[src/rtl/prng_sched_pkg.sv]
// ==== prng_pkg : shared constants, state encoding and LFSR step for prng_sched (rev 1.0) ====
`default_nettype none

package prng_pkg;

  localparam int PRNG_W = 32;

  localparam int TAP_A = 0;
  localparam int TAP_B = 10;
  localparam int TAP_C = 30;
  localparam int TAP_D = 31;

  localparam logic [PRNG_W-1:0] DEFAULT_SEED_C = 32'h0000_0001;

  typedef enum logic [1:0] {
    WARMUP = 2'd0,
    READY  = 2'd1,
    REFILL = 2'd2
  } prng_state_t;

  // Fibonacci step: feedback enters at the MSB, the register moves toward bit 0.
  function automatic logic [PRNG_W-1:0] lfsr_shift(input logic [PRNG_W-1:0] q);
    return {q[TAP_A] ^ q[TAP_B] ^ q[TAP_C] ^ q[TAP_D], q[PRNG_W-1:1]};
  endfunction

endpackage

`default_nettype wire

[src/rtl/prng_sched_if.sv]
// ==== prng_sched_if : seed / request / grant bundle between prng_sched and its consumers (rev 1.0) ====
`default_nettype none

interface prng_sched_if #(
  parameter int NUM_REQ = 4
);

  logic                          seed_valid;
  logic [prng_pkg::PRNG_W-1:0]   seed;
  logic                          seed_ready;
  logic [NUM_REQ-1:0]            req;
  logic [NUM_REQ-1:0]            gnt;
  logic                          rnd_valid;
  logic [prng_pkg::PRNG_W-1:0]   rnd_data;
  logic                          busy;

  modport master (
    output seed_valid, seed, req,
    input  seed_ready, gnt, rnd_valid, rnd_data, busy
  );

  modport slave (
    input  seed_valid, seed, req,
    output seed_ready, gnt, rnd_valid, rnd_data, busy
  );

endinterface

`default_nettype wire

[src/rtl/prng_sched_lfsr_core.sv]
// ==== prng_lfsr_core : 32-bit Fibonacci LFSR register, load has priority over shift (rev 1.0) ====
`default_nettype none

module prng_lfsr_core
  import prng_pkg::*;
#(
  parameter logic [PRNG_W-1:0] DEFAULT_SEED = DEFAULT_SEED_C
) (
  input  logic        clk,
  input  logic        reset,
  input  logic        load,
  input  logic [31:0] load_val,
  input  logic        shift_en,
  output logic [31:0] q
);

  always_ff @(posedge clk or posedge reset) begin
    if (reset) begin
      q <= DEFAULT_SEED;
    end else if (load) begin
      q <= load_val;
    end else if (shift_en) begin
      q <= lfsr_shift(q);
    end
  end

endmodule

`default_nettype wire

[src/rtl/prng_sched.sv]
// ==== prng_sched : round-robin word scheduler over a shared 32-bit LFSR (rev 1.0) ====
// Optional PRNG_SCHED_STATS_EN adds per-requester 16-bit saturating grant counters on gnt_count.
`default_nettype none

module prng_sched
  import prng_pkg::*;
#(
  parameter int                NUM_REQ        = 4,
  parameter int                WARMUP_CYCLES  = 64,
  parameter int                STEPS_PER_WORD = 32,
  parameter logic [PRNG_W-1:0] DEFAULT_SEED   = DEFAULT_SEED_C
) (
  input  logic        clk,
  input  logic        reset,
  prng_sched_if.slave bus
`ifdef PRNG_SCHED_STATS_EN
  ,
  output logic [NUM_REQ*16-1:0] gnt_count
`endif
);

  localparam int CNT_MAX = (WARMUP_CYCLES > STEPS_PER_WORD) ? WARMUP_CYCLES : STEPS_PER_WORD;
  localparam int CNT_W   = $clog2(CNT_MAX + 1);
  localparam int PTR_W   = $clog2(NUM_REQ);

  localparam logic [CNT_W-1:0] WARM_LAST   = CNT_W'(WARMUP_CYCLES - 1);
  localparam logic [CNT_W-1:0] REFILL_LAST = CNT_W'(STEPS_PER_WORD - 1);

  prng_state_t        r_state;
  prng_state_t        w_state_next;
  logic [CNT_W-1:0]   r_cnt;
  logic [PTR_W-1:0]   r_ptr;
  logic [PTR_W-1:0]   w_pick;
  logic               w_found;
  logic               w_shift_en;
  logic               w_load;
  logic               w_grant;
  logic               w_cnt_clr;
  logic               w_seed_ready;
  logic               w_busy;
  logic [NUM_REQ-1:0] r_gnt;
  logic [PRNG_W-1:0]  r_rnd_data;
  logic [PRNG_W-1:0]  w_q;
  logic [PRNG_W-1:0]  w_load_val;

  // Index arithmetic modulo NUM_REQ, which need not be a power of two.
  function automatic logic [PTR_W-1:0] wrap_add(input logic [PTR_W-1:0] base, input int off);
    int sum;
    sum = int'(base) + off;
    if (sum >= NUM_REQ) sum = sum - NUM_REQ;
    return PTR_W'(sum);
  endfunction

  assign w_load_val = (bus.seed == '0) ? DEFAULT_SEED : bus.seed;

  prng_lfsr_core #(
    .DEFAULT_SEED (DEFAULT_SEED)
  ) u_core (
    .clk      (clk),
    .reset    (reset),
    .load     (w_load),
    .load_val (w_load_val),
    .shift_en (w_shift_en),
    .q        (w_q)
  );

  // First requesting index at or after the pointer, wrapping once around.
  always_comb begin
    w_found = 1'b0;
    w_pick  = '0;
    for (int i = 0; i < NUM_REQ; i++) begin
      if (!w_found && bus.req[wrap_add(r_ptr, i)]) begin
        w_found = 1'b1;
        w_pick  = wrap_add(r_ptr, i);
      end
    end
  end

  always_ff @(posedge clk or posedge reset) begin
    if (reset) begin
      r_state <= WARMUP;
    end else begin
      r_state <= w_state_next;
    end
  end

  always_comb begin
    w_state_next = r_state;
    w_shift_en   = 1'b0;
    w_load       = 1'b0;
    w_grant      = 1'b0;
    w_cnt_clr    = 1'b0;
    w_seed_ready = 1'b0;
    w_busy       = 1'b1;
    case (r_state)
      WARMUP: begin
        w_shift_en = 1'b1;
        if (r_cnt == WARM_LAST) begin
          w_state_next = READY;
          w_cnt_clr    = 1'b1;
        end
      end
      READY: begin
        w_busy       = 1'b0;
        w_seed_ready = 1'b1;
        if (bus.seed_valid) begin
          w_load       = 1'b1;
          w_cnt_clr    = 1'b1;
          w_state_next = WARMUP;
        end else if (w_found) begin
          w_grant      = 1'b1;
          w_cnt_clr    = 1'b1;
          w_state_next = REFILL;
        end
      end
      REFILL: begin
        w_shift_en = 1'b1;
        if (r_cnt == REFILL_LAST) begin
          w_state_next = READY;
          w_cnt_clr    = 1'b1;
        end
      end
      default: begin
        w_state_next = WARMUP;
        w_cnt_clr    = 1'b1;
      end
    endcase
  end

  always_ff @(posedge clk or posedge reset) begin
    if (reset) begin
      r_cnt      <= '0;
      r_ptr      <= '0;
      r_gnt      <= '0;
      r_rnd_data <= '0;
    end else begin
      if (w_cnt_clr) begin
        r_cnt <= '0;
      end else if (w_shift_en) begin
        r_cnt <= r_cnt + 1'b1;
      end
      // The word handed out is the pre-refill value; the shift starts next cycle.
      r_gnt <= w_grant ? (NUM_REQ'(1) << w_pick) : '0;
      if (w_grant) begin
        r_rnd_data <= w_q;
        r_ptr      <= wrap_add(w_pick, 1);
      end
    end
  end

  assign bus.gnt        = r_gnt;
  assign bus.rnd_valid  = |r_gnt;
  assign bus.rnd_data   = r_rnd_data;
  assign bus.seed_ready = w_seed_ready;
  assign bus.busy       = w_busy;

`ifdef PRNG_SCHED_STATS_EN
  generate
    for (genvar g = 0; g < NUM_REQ; g++) begin : g_stats
      logic [15:0] r_count;
      always_ff @(posedge clk or posedge reset) begin
        if (reset) begin
          r_count <= '0;
        end else if (w_load) begin
          r_count <= '0;
        end else if (w_grant && (w_pick == PTR_W'(g)) && (r_count != 16'hFFFF)) begin
          r_count <= r_count + 16'd1;
        end
      end
      assign gnt_count[g*16 +: 16] = r_count;
    end
  endgenerate
`endif

  a_gnt_onehot0 : assert property (@(posedge clk) disable iff (reset) $onehot0(r_gnt));

endmodule

`default_nettype wire

[src/flat_wrapper.sv]
// flat-port wrapper written by rule: the top's interface ports become plain ports
module prng_sched_flat import prng_pkg::*;
#(
  parameter int                NUM_REQ        = 4,
  parameter int                WARMUP_CYCLES  = 64,
  parameter int                STEPS_PER_WORD = 32,
  parameter logic [PRNG_W-1:0] DEFAULT_SEED   = DEFAULT_SEED_C
)
  (clk, reset, bus_seed_valid, bus_seed, bus_req, bus_seed_ready, bus_gnt, bus_rnd_valid, bus_rnd_data, bus_busy);
  prng_sched_if #(.NUM_REQ(NUM_REQ)) bus_i ();
  input  logic clk;
  input  logic reset;
  input wire logic [$bits(bus_i.seed_valid)-1:0] bus_seed_valid;
  input wire logic [$bits(bus_i.seed)-1:0] bus_seed;
  input wire logic [$bits(bus_i.req)-1:0] bus_req;
  output wire logic [$bits(bus_i.seed_ready)-1:0] bus_seed_ready;
  output wire logic [$bits(bus_i.gnt)-1:0] bus_gnt;
  output wire logic [$bits(bus_i.rnd_valid)-1:0] bus_rnd_valid;
  output wire logic [$bits(bus_i.rnd_data)-1:0] bus_rnd_data;
  output wire logic [$bits(bus_i.busy)-1:0] bus_busy;
  assign bus_i.seed_valid = bus_seed_valid;
  assign bus_i.seed = bus_seed;
  assign bus_i.req = bus_req;
  assign bus_seed_ready = bus_i.seed_ready;
  assign bus_gnt = bus_i.gnt;
  assign bus_rnd_valid = bus_i.rnd_valid;
  assign bus_rnd_data = bus_i.rnd_data;
  assign bus_busy = bus_i.busy;
  prng_sched #(.NUM_REQ(NUM_REQ), .WARMUP_CYCLES(WARMUP_CYCLES), .STEPS_PER_WORD(STEPS_PER_WORD), .DEFAULT_SEED(DEFAULT_SEED)) u_core (.clk(clk), .reset(reset), .bus(bus_i));
endmodule
[config.mk]
export PLATFORM = sky130hd
export DESIGN_NAME = prng_sched_flat
export DESIGN_NICKNAME = d
export VERILOG_FILES = /design/src/rtl/prng_sched_pkg.sv /design/src/rtl/prng_sched_if.sv /design/src/rtl/prng_sched_lfsr_core.sv /design/src/rtl/prng_sched.sv /design/src/flat_wrapper.sv
export SDC_FILE = /design/constraint.sdc
export NUM_CORES = 1
export LEC_CHECK = 0
export CORE_UTILIZATION = 51
export DETAILED_ROUTE_END_ITERATION = 16
export PLACE_DENSITY = 0.87
export SYNTH_ARGS = -nofsm -noshare
export SYNTH_HDL_FRONTEND = slang
export SYNTH_SLANG_ARGS = --single-unit
[constraint.sdc]
create_clock -name clk -period 2.83 [get_ports clk]
set_clock_uncertainty 0.15 [all_clocks]
set_input_delay 0.4245 -clock clk [delete_from_list [all_inputs] [get_ports clk]]
set_output_delay 0.4245 -clock clk [all_outputs]
set_load 0.02 [all_outputs]
==> summary.md <==
| Metric | Value |
|---|---|
| Vias post-DR | 2541 |
| Setup slack, reg-to-reg | 700 ps |
| Worst slack, placed | 413 ps |
| Reg2reg path depth | 3 |
| Most frequent cell after synthesis | dfrtp_1 |
| Syn-to-layout area delta | 28.7% |
| Initial Util | 0.530 |
| Total Routing Usage GR | 0.221 |
| Crit path max fanout | 13 |
| Category of the worst setup path launch point | register |
| Layout cell share with drive strength beyond 1 | 0.166 |
| Setup Fix Bufs, Post-CTS | 0 |
| CP required | 2260 ps |
| Clock-pin slew on the worst setup and hold paths | 80 ps |
| Max Clk Rate | 0.421 GHz |
| Sw Pwr | 0.461 mW |
| CTS buffer count | 9 |
| CTS Root Cell | clkbuf_8 |
| Final Max Tran Viols | 0 |
| Placement row count | 30 |
| RSZ-0062 raised after global routing | false |
| Vias per cell | 5.56 |
| Synth Instances | 278 |
| Tmin final | 2380 ps |
| IO Pins | 78 |
| Antenna violations before repair | 0 |
| Worst slew pin tran | 572 ps |
| Clock share of power | 0.385 |
| RR Endpoint | u_core.u_core.q[18]$_DFFE_PP0P_ |
| HP Class | input pin to asynchronous set/reset pin |
| Final number of hold-violating endpoints | 0 |
| Pint | 1.56 mW |
| Final Setup Violations | 0 |
| Hold Buf Count CTS | 0 |
| Syn_area_per_cell | 13.0 µm² |
| Port Buffer Count | 77 |
| Die W | 86.2 µm |
| Worst R2R Start | u_core.r_state[0]$_DFFE_PP0P_ |
| DR pass1 iterations | 4 |
| Clk_lat worst skew | 350 ps |
| Setup_tns | 0 ps |
| Antenna viol nets, final | 0 |
| VDD IR max | 0.246 mV |
| Routed WL | 7500 µm |
| Final setup margin | 454 ps |
| Flop pwr share | 0.559 |
| Core area | 6830 µm² |
| DR WL/cell | 16.4 µm |
| Cell Area, Synth | 3620 µm² |
| Die height | 86.2 µm |
| Clock Tree Buf Depth | 2 |
| Grt ovf | 0 |
| H-tree depth | 3 |
| Status | completed |
| Die area | 7440 µm² |
| Critical setup path kind | register to primary output |
| Main area contributors after synthesis | dfrtp_1 54%, o22a_1 6.8%, mux2_2 5.9%, o21a_1 5.8%, mux2_4 4.1% |
| Logic pwr share | 0.056 |
| Vias in the first global route | 2604 |
| Warnings, synthesis | 0 |
| Share of synthesized flip-flops with an asynchronous set or reset | 1.00 |
| Final core occ | 0.682 |
| Sequential-to-total area share from yosys stat | 0.546 |
| CTS tree | built |
| Cell taking the most area after synthesis | dfrtp_1 |
| Leak | 2.08 nW |
| Final Cycle Share | 0.839 |
| FF+latch count, synth | 79 |
| TritonCTS Sinks | 79 |
| Iter 0 DRT Violations | 87 |
| Share of the synthesized area in the top cell type | 0.539 |
| Critical Path End Type | primary output |
| Post-cts resize count | 0 |
| Yosys cell types | 55 |
| Top_reg_cell synth | dfrtp_1 |
| Final net count | 400 |
| Rel. slew slack | 0.618 |
| N_diodes | 0 |
| DRC | 0 |
| PD cells | 433 nW/µm² |
| Post-synth EDFFs | 0 |
| Number of fillers in the final layout | 529 |
| Largest net degree at the start of global routing | 56 |
| Switching Share | 0.228 |
| First-pass GRT wire length | 12600 µm |
| Final GP Congestion | 0.828 |
| Commonest cells post-synth | 78 x dfrtp_1, 28 x o21a_1, 28 x o22a_1, 19 x mux2_2 |
| Syn_nets | 322 |
| Max-cap violations | 0 |
| Data arrival time of the worst path | 1800 ps |
| Worst hold slack | 235 ps |
| Dpl hpwl | 5170 µm |
## logic make-up (layout without fill, tap and decap cells)
kind of cell    after synthesis  count (layout)  synth area share
simple gates                 50              50            0.0875
compound gates               78              78             0.172
mux                          35              35             0.119
xor+xnor                      6               6            0.0183
flops                        79              79             0.546
fa+ha+maj                     5               5            0.0173
buf+inv                      25             108            0.0391
## per-layer routing
metal	wire length (µm)	global-route usage
met1	3440	0.302
met2	3490	0.338
met3	422	0.0629
met4	153	0.0833
met5	0	0
## worst max-delay path, cell delays in order, from the launching register on
cell	delay (ps)
dfrtp_1	610
nand2b_1	170
inv_1	80
clkdlybuf4s50_1	590
## worst max-delay path by stage
stage,slack (ps),endpoint,from,cells after the start
finish,450,bus_seed_ready,u_core.r_state[0]$_DFFE_PP0P_,3
global route,360,bus_seed_ready,u_core.r_state[0]$_DFFE_PP0P_,3
CTS,450,bus_rnd_valid,u_core.bus.gnt[1]$_DFF_PP0_,2
detailed placement,410,u_core.bus.rnd_data[9]$_DFFE_PP0P_,bus_req[0],5
global placement,440,u_core.bus.rnd_data[14]$_DFFE_PP0P_,bus_req[0],5
floorplan,230,u_core.bus.gnt[0]$_DFF_PP0_,reset,1
## stage by stage
| stage | total power [mW] | instances | instance area, µm² |
|---|---|---|---|
| after floorplan | 1.18 | 278 | 3620 |
| after global placement | 1.26 | 441 | 4470 |
| after detailed placement | 1.26 | 441 | 4470 |
| after CTS | 2.03 | 457 | 4660 |
| after global routing | 2.09 | 457 | 4660 |
| final | 2.02 | 457 | 4660 |
## area by class of cell
class                      count  area [µm²]  area share
clock buffer                  12         155      0.0333
clock inverter                 4        28.8     0.00618
inverter                      10        38.8     0.00833
multi-input combinational    174        1500       0.323
sequential                    79        1980       0.425
tap                           96         120      0.0258
timing repair buffer          82         833       0.179
## power groups by stage
stage	logic, mW	clock network [mW]	registers (mW)
floorplan	0.0330	0	1.15
global placement	0.112	0	1.15
detailed placement	0.113	0	1.15
CTS	0.114	0.792	1.13
global route	0.123	0.843	1.13
finish	0.112	0.777	1.13
## layout by cell type (no fill, tap or decap), drive strengths merged, types with 3 or more instances in the layout
cell | Yosys | routed
nand4 | 3 | 3
clkdlybuf4s50 | 0 | 77
buf | 12 | 5
or3 | 3 | 3
o22a | 28 | 28
nand3 | 3 | 3
o21a | 28 | 28
o21ai | 3 | 3
xor2 | 3 | 3
nand2 | 5 | 5
nor2 | 6 | 6
clkbuf | 3 | 12
nor3 | 6 | 6
ha | 5 | 5
a211oi | 3 | 3
mux2 | 34 | 34
a21oi | 3 | 3
nand2b | 4 | 4
dfrtp | 78 | 78
nor4 | 8 | 8
inv | 10 | 10
## sequential cells by signal, summed over array words and instances, names as in the netlist
signal	flops
u_core.bus.rnd_data	32
u_core.r_ptr	2
u_core.u_core.q	32
u_core.r_cnt	7
u_core.bus.gnt	4
u_core.r_state	2
Note: power is estimated with default switching activity, not from simulation.
